==> config.mk <==
export PLATFORM = sky130hd
export DESIGN_NAME = shader_affine_pipe
export DESIGN_NICKNAME = d
export VERILOG_FILES = /design/src/rtl/shader_affine_pipe.sv
export SDC_FILE = /design/constraint.sdc
export NUM_CORES = 2
export LEC_CHECK = 0
export ABC_AREA = 1
export ABC_CLOCK_PERIOD_IN_PS = 7300
export CAP_MARGIN = 20
export CORE_MARGIN = 2
export CORE_UTILIZATION = 65
export CTS_BUF_LIST = sky130_fd_sc_hd__clkbuf_4
export CTS_CLUSTER_SIZE = 14
export DETAILED_ROUTE_END_ITERATION = 10
export GPL_ROUTABILITY_DRIVEN = 0
export PLACE_DENSITY = 0.95
export SLEW_MARGIN = 20
export SYNTH_ARGS = -nofsm -noshare
export SYNTH_HDL_FRONTEND = slang
export SYNTH_SLANG_ARGS = --single-unit
==> constraint.sdc <==
create_clock -name aclk -period 7.3 [get_ports aclk]
set_input_delay 1.46 -clock aclk [delete_from_list [all_inputs] [get_ports aclk]]
set_output_delay 1.46 -clock aclk [all_outputs]
set_load 0.01 [all_outputs]
==> src/rtl/shader_affine_pipe.sv <==
// Affine texel-coordinate generator: (tu,tv) = M*(p - q) + o.
// Three-stage valid/ready pipeline with per-pixel config snapshot.
module shader_affine_pipe #(
    parameter int W    = 12,
    parameter int MW   = 12,
    parameter int FRAC = 8,
    parameter int SAT  = 1
) (
    input  logic            aclk,
    input  logic            aresetn,
    input  logic            cfg_wen,
    input  logic [W-1:0]    cfg_qx,
    input  logic [W-1:0]    cfg_qy,
    input  logic [W-1:0]    cfg_ox,
    input  logic [W-1:0]    cfg_oy,
    input  logic [4*MW-1:0] cfg_m,
    input  logic            s_valid,
    output logic            s_ready,
    input  logic [W-1:0]    px,
    input  logic [W-1:0]    py,
    output logic            m_valid,
    input  logic            m_ready,
    output logic [W-1:0]    tu,
    output logic [W-1:0]    tv,
    output logic            oob
);

    localparam int DW = W + 1;
    localparam int PW = W + MW + 1;
    localparam int SW = W + MW + 2;
    localparam int RW = W + MW + 3;
    localparam logic [MW-1:0] ONE = MW'(1 << FRAC);
    localparam logic [4*MW-1:0] M_ID = {ONE, {MW{1'b0}}, {MW{1'b0}}, ONE};

    logic [W-1:0]    cfg_qx_q, cfg_qx_d, cfg_qy_q, cfg_qy_d;
    logic [W-1:0]    cfg_ox_q, cfg_ox_d, cfg_oy_q, cfg_oy_d;
    logic [4*MW-1:0] cfg_m_q, cfg_m_d;

    logic                 s1_valid_q, s1_valid_d;
    logic signed [DW-1:0] s1_dx_q, s1_dx_d, s1_dy_q, s1_dy_d;
    logic [4*MW-1:0]      s1_m_q, s1_m_d;
    logic [W-1:0]         s1_ox_q, s1_ox_d, s1_oy_q, s1_oy_d;

    logic                 s2_valid_q, s2_valid_d;
    logic signed [PW-1:0] s2_pa_q, s2_pa_d, s2_pb_q, s2_pb_d;
    logic signed [PW-1:0] s2_pc_q, s2_pc_d, s2_pd_q, s2_pd_d;
    logic [W-1:0]         s2_ox_q, s2_ox_d, s2_oy_q, s2_oy_d;

    logic         m_valid_q, m_valid_d;
    logic [W-1:0] tu_q, tu_d, tv_q, tv_d;
    logic         oob_q, oob_d;

    logic                 advance;
    logic signed [MW-1:0] ma, mb, mc, md;
    logic signed [SW-1:0] sum_u, sum_v, sh_u, sh_v;
    logic signed [RW-1:0] res_u, res_v;

    function automatic logic out_of_range(input logic signed [RW-1:0] r);
        return r[RW-1] | (|r[RW-2:W]);
    endfunction

    function automatic logic [W-1:0] fit(input logic signed [RW-1:0] r);
        logic [W-1:0] f;
        f = r[W-1:0];
        if (SAT != 0) begin
            if (r[RW-1])
                f = '0;
            else if (|r[RW-2:W])
                f = '1;
        end
        return f;
    endfunction

    assign advance = ~m_valid_q | m_ready;
    assign s_ready = advance;
    assign m_valid = m_valid_q;
    assign tu      = tu_q;
    assign tv      = tv_q;
    assign oob     = oob_q;

    assign ma = s1_m_q[MW-1:0];
    assign mb = s1_m_q[2*MW-1:MW];
    assign mc = s1_m_q[3*MW-1:2*MW];
    assign md = s1_m_q[4*MW-1:3*MW];

    always_comb begin
        cfg_qx_d = cfg_qx_q;
        cfg_qy_d = cfg_qy_q;
        cfg_ox_d = cfg_ox_q;
        cfg_oy_d = cfg_oy_q;
        cfg_m_d  = cfg_m_q;
        if (cfg_wen) begin
            cfg_qx_d = cfg_qx;
            cfg_qy_d = cfg_qy;
            cfg_ox_d = cfg_ox;
            cfg_oy_d = cfg_oy;
            cfg_m_d  = cfg_m;
        end
    end

    // Stage 1 reads the config registers before this edge's update lands.
    always_comb begin
        s1_valid_d = s1_valid_q;
        s1_dx_d    = s1_dx_q;
        s1_dy_d    = s1_dy_q;
        s1_m_d     = s1_m_q;
        s1_ox_d    = s1_ox_q;
        s1_oy_d    = s1_oy_q;
        if (advance) begin
            s1_valid_d = s_valid;
            if (s_valid) begin
                s1_dx_d = $signed({1'b0, px}) - $signed({1'b0, cfg_qx_q});
                s1_dy_d = $signed({1'b0, py}) - $signed({1'b0, cfg_qy_q});
                s1_m_d  = cfg_m_q;
                s1_ox_d = cfg_ox_q;
                s1_oy_d = cfg_oy_q;
            end
        end
    end

    always_comb begin
        s2_valid_d = s2_valid_q;
        s2_pa_d    = s2_pa_q;
        s2_pb_d    = s2_pb_q;
        s2_pc_d    = s2_pc_q;
        s2_pd_d    = s2_pd_q;
        s2_ox_d    = s2_ox_q;
        s2_oy_d    = s2_oy_q;
        if (advance) begin
            s2_valid_d = s1_valid_q;
            if (s1_valid_q) begin
                s2_pa_d = PW'(ma) * PW'(s1_dx_q);
                s2_pb_d = PW'(mb) * PW'(s1_dy_q);
                s2_pc_d = PW'(mc) * PW'(s1_dx_q);
                s2_pd_d = PW'(md) * PW'(s1_dy_q);
                s2_ox_d = s1_ox_q;
                s2_oy_d = s1_oy_q;
            end
        end
    end

    always_comb begin
        sum_u = SW'(s2_pa_q) + SW'(s2_pb_q);
        sum_v = SW'(s2_pc_q) + SW'(s2_pd_q);
        sh_u  = sum_u >>> FRAC;
        sh_v  = sum_v >>> FRAC;
        res_u = RW'(sh_u) + $signed(RW'({1'b0, s2_ox_q}));
        res_v = RW'(sh_v) + $signed(RW'({1'b0, s2_oy_q}));
    end

    always_comb begin
        m_valid_d = m_valid_q;
        tu_d      = tu_q;
        tv_d      = tv_q;
        oob_d     = oob_q;
        if (advance) begin
            m_valid_d = s2_valid_q;
            if (s2_valid_q) begin
                tu_d  = fit(res_u);
                tv_d  = fit(res_v);
                oob_d = out_of_range(res_u) | out_of_range(res_v);
            end
        end
    end

    always_ff @(posedge aclk or negedge aresetn) begin
        if (!aresetn) begin
            cfg_qx_q   <= '0;
            cfg_qy_q   <= '0;
            cfg_ox_q   <= '0;
            cfg_oy_q   <= '0;
            cfg_m_q    <= M_ID;
            s1_valid_q <= 1'b0;
            s1_dx_q    <= '0;
            s1_dy_q    <= '0;
            s1_m_q     <= M_ID;
            s1_ox_q    <= '0;
            s1_oy_q    <= '0;
            s2_valid_q <= 1'b0;
            s2_pa_q    <= '0;
            s2_pb_q    <= '0;
            s2_pc_q    <= '0;
            s2_pd_q    <= '0;
            s2_ox_q    <= '0;
            s2_oy_q    <= '0;
            m_valid_q  <= 1'b0;
            tu_q       <= '0;
            tv_q       <= '0;
            oob_q      <= 1'b0;
        end else begin
            cfg_qx_q   <= cfg_qx_d;
            cfg_qy_q   <= cfg_qy_d;
            cfg_ox_q   <= cfg_ox_d;
            cfg_oy_q   <= cfg_oy_d;
            cfg_m_q    <= cfg_m_d;
            s1_valid_q <= s1_valid_d;
            s1_dx_q    <= s1_dx_d;
            s1_dy_q    <= s1_dy_d;
            s1_m_q     <= s1_m_d;
            s1_ox_q    <= s1_ox_d;
            s1_oy_q    <= s1_oy_d;
            s2_valid_q <= s2_valid_d;
            s2_pa_q    <= s2_pa_d;
            s2_pb_q    <= s2_pb_d;
            s2_pc_q    <= s2_pc_d;
            s2_pd_q    <= s2_pd_d;
            s2_ox_q    <= s2_ox_d;
            s2_oy_q    <= s2_oy_d;
            m_valid_q  <= m_valid_d;
            tu_q       <= tu_d;
            tv_q       <= tv_d;
            oob_q      <= oob_d;
        end
    end

endmodule

### After elaboration in Yosys (flattened, before gate mapping)

Index checks and enable logic that the tools add are counted.

| storage, ports and cells | value |
|---|---|
| bits in registers | 346 |
| bits of input ports | 125 |
| output and inout bits | 27 |
| word-level logic and storage cells | 46 |

| cells by class | value |
|---|---|
| $add $sub $neg | 6 |
| multiply operators | 4 |
| multiplexer cells | 4 |
| bitwise gates (word level) | 5 |
| reductions and logical operators | 5 |

Operators with widths:

| cell | count |
|---|---|
| 12-bit by 13-bit multiplier with 25-bit output | 4 |
| 25-bit by 25-bit adder with 26-bit output | 2 |
| 12-bit 2-to-1 mux | 4 |
| 18-bit by 13-bit adder with 19-bit output | 2 |
| 14-bit OR reduction | 2 |
| 12-bit by 12-bit subtractor with 13-bit output | 2 |
| 2-bit AND reduction | 3 |
| 1-bit OR | 4 |
| 1-bit NOT | 1 |

### Logic depth before layout (Yosys ltp)

| logic depth | value |
|---|---|
| word-level depth | 5 |
| gate-level depth with buffers | 28 |
| depth with buffers taken out | 27 |

### Worst setup path before layout

No wires, ideal clock.

| timing path | value |
|---|---|
| path type | reg2reg |
| start point | register s1_dx_q[12] |
| end point | register s2_pa_q[24] |
| library setup time | 0.118 ns |
| arrival time | 5.263 ns |
| data required time | 7.182 ns |
| setup slack | 1.919 ns |
| stages on the path, launching flop included | 25 |
| path buffers | 2 |
| clock period less this slack | 5.381 ns |
| cell sequence | dfrtp_1 clkbuf_1 clkbuf_1 nand2_1 fa_1 inv_1 ha_1 inv_1 fa_1 inv_1 fa_1 inv_1 fa_1 inv_1 ha_1 a21oi_1 o21ai_0 a21oi_1 nand3_1 nand2_1 a21boi_0 or2_2 or2_2 nand3_1 nand2_1 |

| between the ends | value |
|---|---|
| word-level cells in the longest chain between the ends | 1 |

RTL lines:

| item | line | RTL |
|---|---|---|
| start, declared | 40 | `logic signed [DW-1:0] s1_dx_q, s1_dx_d, s1_dy_q, s1_dy_d;` |
| start signal, assigned | 174 | `s1_dx_q <= '0;` |
| start signal, assigned | 197 | `s1_dx_q <= s1_dx_d;` |
| 12-bit by 13-bit multiplier with 25-bit output | 132 | `s2_pa_d = PW'(ma) * PW'(s1_dx_q);` |
| end signal, assigned | 203 | `s2_pa_q <= s2_pa_d;` |
| end, declared | 45 | `logic signed [PW-1:0] s2_pa_q, s2_pa_d, s2_pb_q, s2_pb_d;` |

No other way between the ends.
A chain may end at the register's enable or synchronous reset.

### Worst setup path after layout

| timing path | value |
|---|---|
| start point | register s1_dx_q[7] |
| end point | register s2_pc_q[22] |

| between the ends | value |
|---|---|
| word-level cells in the longest chain between the ends | 1 |

RTL lines:

| item | line | RTL |
|---|---|---|
| 12-bit by 13-bit multiplier with 25-bit output | 134 | `s2_pc_d = PW'(mc) * PW'(s1_dx_q);` |
| end signal, assigned | 205 | `s2_pc_q <= s2_pc_d;` |
| end, declared | 46 | `logic signed [PW-1:0] s2_pc_q, s2_pc_d, s2_pd_q, s2_pd_d;` |

No other way between the ends.

==> flow_metrics.env <==
export IMPL_die_height_um=257
export IMPL_area_growth_pct=7.64
export IMPL_ys_top_cells_by_count="1,587 x nand2_1, 1,216 x inv_1, 596 x fa_1, 342 x dfrtp_1, 308 x ha_1"
export IMPL_synth_flop_cell="dfrtp_1"
export IMPL_synth_most_common_cell="nand2_1"
export IMPL_hold_viol_final=0
export IMPL_track_usage_pct=36.4
export IMPL_fmax_ghz=0.156
export IMPL_wl_per_cell_um=18.4
export IMPL_path_clk_slew_ns=0.07
export IMPL_rsz0062_at_grt="no"
export IMPL_synth_area_mux_share_pct=0.0540
export IMPL_hold_path_class="flop to flop"
export IMPL_dp_cells=6122
export IMPL_crit_required_ns=8.05
export IMPL_crit_top_cell="fa_1"
export IMPL_setup_slack_ns=0.887
export IMPL_critPathCaptureType="flop"
export IMPL_cts_buffer_depth=3
export IMPL_synth_compound_area_share_pct=6.69
export IMPL_yosysUniqueCellTypes=44
export IMPL_netlist_area_leader_share_pct=28.6
export IMPL_die_area_um2=66300
export IMPL_skew_ns=0.107
export IMPL_synth_avg_cell_area_um2=7.87
export IMPL_coreArea_um2=63300
export IMPL_register_area_um2=8660
export IMPL_drv_cap=0
export IMPL_h_tree_depth=3
export IMPL_drtIter0Drc=4549
export IMPL_via_count=36700
export IMPL_ys_warn_count=0
export IMPL_post_route_drc_count=0
export IMPL_post_dp_hpwl_um=85300
export IMPL_pre_cts_slack_ns=1.26
export IMPL_finalWirelength_um=116000
export IMPL_async_flop_share_pct=100
export IMPL_grt_pass1_wl_um=192000
export IMPL_cts_made_buffers=95
export IMPL_grt_overflow=0
export IMPL_grt_max_degree=192
export IMPL_syn_inst=5306
export IMPL_tightest_slew_ns=1.19
export IMPL_fin_nets=6402
export IMPL_post_cts_resize_count=0
export IMPL_yosys_top_cells_area="fa_1 29%, dfrtp_1 21%, nand2_1 14%"
export IMPL_ys_ff_latch=346
export IMPL_synth_top_family_by_area="adder cells"
export IMPL_placementRows=92
export IMPL_start_util_pct=65.9
export IMPL_cts_tree="done"
export IMPL_synth_edf_count=0
export IMPL_critical_path_class="flop to flop"
export IMPL_syn_num_nets=6335
export IMPL_worstPathMaxFanout=25
export IMPL_synth_xor_area_share_pct=3.13
export IMPL_yosysTopAreaCell="fa_1"
export IMPL_cp_arrival_ns=7.17
export IMPL_ant_nets=0
export IMPL_antenna_found_initial=7
export IMPL_portBuffers=151
export IMPL_ys_seq_area_share_pct=20.8
export IMPL_synth_simple_gate_area_share_pct=18.8
export IMPL_worstPathCellList="nand2_1, fa_1, inv_1, fa_1, fa_1, fa_1, inv_1, fa_1, inv_1, ha_1, nand2_1, nor2_1, nand2_1, nand3_1, a31oi_1, o21ai_0, nand3_1, nand2_1, xor2_1, o21ai_0"
export IMPL_syn_area_um2=41700
export IMPL_crit_family="adder cells"
export IMPL_cts_sinks=346
export IMPL_start_kind="flop"
export IMPL_slowest_stage="dfrtp_1"
export IMPL_setup_viol=0
export IMPL_ios=152
export IMPL_fillerInstances=4046
export IMPL_insertion_delay_ns=0.95
export IMPL_grt_pass1_vias=38900
export IMPL_postCtsHoldBufs=0
export IMPL_first_pass_iters=8
export IMPL_drv_slew=0
export IMPL_multiInputGateArea_um2=27800
export IMPL_period_share_pct=87.9
export IMPL_critical_path_buf_inv_count=3
export IMPL_instances_no_fill=6294
export IMPL_setup_tns_ns=0
export IMPL_period_needed_ns=6.41
export IMPL_slew_headroom_pct=20.9
export IMPL_synth_fa_ha_area_share_pct=37.8
export IMPL_avgViaCountPerCell=5.84
export IMPL_whs_ns=0.469
export IMPL_die_w_um=257
export IMPL_post_cts_setup_buffers=0
export IMPL_cts_root_buffer="clkbuf_4"
export IMPL_layout_drive_gt1_share_pct=4.39
export IMPL_cpPeakStageDelay_ns=1.11
export IMPL_status="finished clean"
[layout make-up]
class	instances	share of cell area (%)
clock inverter	38	0.504
clock buffer	132	2.21
antenna	2	0.0111
tap	846	2.36
inverter	1219	10.2
timing repair buffer	166	3.68
multi-input combinational	3545	61.8
sequential	346	19.3
[worst min-delay path: stages (launching register included)]
cell and delay [ns]:
dfrtp_1 0.33, inv_1 0.06, nand2_1 0.06
[path summary, 6_finish.rpt]
check	cells past startpoint	end	slack [ns]	startpoint
setup / recovery	20	s2_pc_q[22]	0.89	s1_dx_q[7]
hold / removal	2	m_valid	0.47	s2_valid_q
setup reg to reg	20	s2_pc_q[22]	0.89	s1_dx_q[7]
hold reg to reg	2	m_valid	0.47	s2_valid_q
max in group asynchronous	2	s2_pb_q[11]	5.24	aresetn
min in group asynchronous	1	cfg_ox_q[1]	0.55	aresetn
[flip-flops by register name, indices dropped and copies added, names as in the netlist, 12 cells and up]
register / cells
s2_pb_q: 25
tu: 12
s1_dx_q: 13
cfg_qx_q: 12
s1_oy_q: 12
s1_dy_q: 13
cfg_qy_q: 12
s2_pd_q: 25
s2_oy_q: 12
s2_ox_q: 12
s1_ox_q: 12
tv: 12
s2_pc_q: 25
s2_pa_q: 25
cfg_ox_q: 12
cfg_m_q: 48
s1_m_q: 48
cfg_oy_q: 12
[cell families (layout without fill, tap and decap cells)]
kind of cell | count (synthesis) | count (layout)
AND/OR/NAND/NOR | 1967 | 1967
buffers and inverters | 1415 | 1555
adder cells (fa/ha/maj) | 904 | 904
AO/OA/AOI/OAI | 523 | 523
flip-flops | 346 | 346
XOR/XNOR | 149 | 149
multiplexers | 2 | 2
other | 0 | 2
[stage by stage]
step | area, um^2 | utilization [%]
6_report | 44900 | 71.0
5_1_grt | 44900 | 71.0
4_1_cts | 44900 | 71.0
3_5_place_dp | 43700 | 69.0
3_3_place_gp | 43700 | 69.0
2_1_floorplan | 41700 | -
[routing by layer]
layer  GRT usage (%)  part of all wire (%)
met1            43.1                    34
met2            57.3                    45
met3            11.5                    13
met4            24.1                   8.2
met5               0                 0.059
[cells in the final DEF (no fill, tap or decap), types with 69 or more instances in the layout]
cell | netlist | final
ha_1 | 308 | 308
nand3_1 | 82 | 82
clkbuf_4 | 0 | 132
dfrtp_1 | 342 | 342
nor2_1 | 187 | 186
a21oi_1 | 134 | 134
clkdlybuf4s50_1 | 0 | 149
inv_1 | 1216 | 1216
xnor2_1 | 80 | 80
nand2_1 | 1587 | 1586
xor2_1 | 69 | 69
fa_1 | 596 | 596
o21ai_0 | 307 | 307
Power is not shown: default switching activity piles up to over one toggle a cycle in this logic, so the estimate is an artifact.
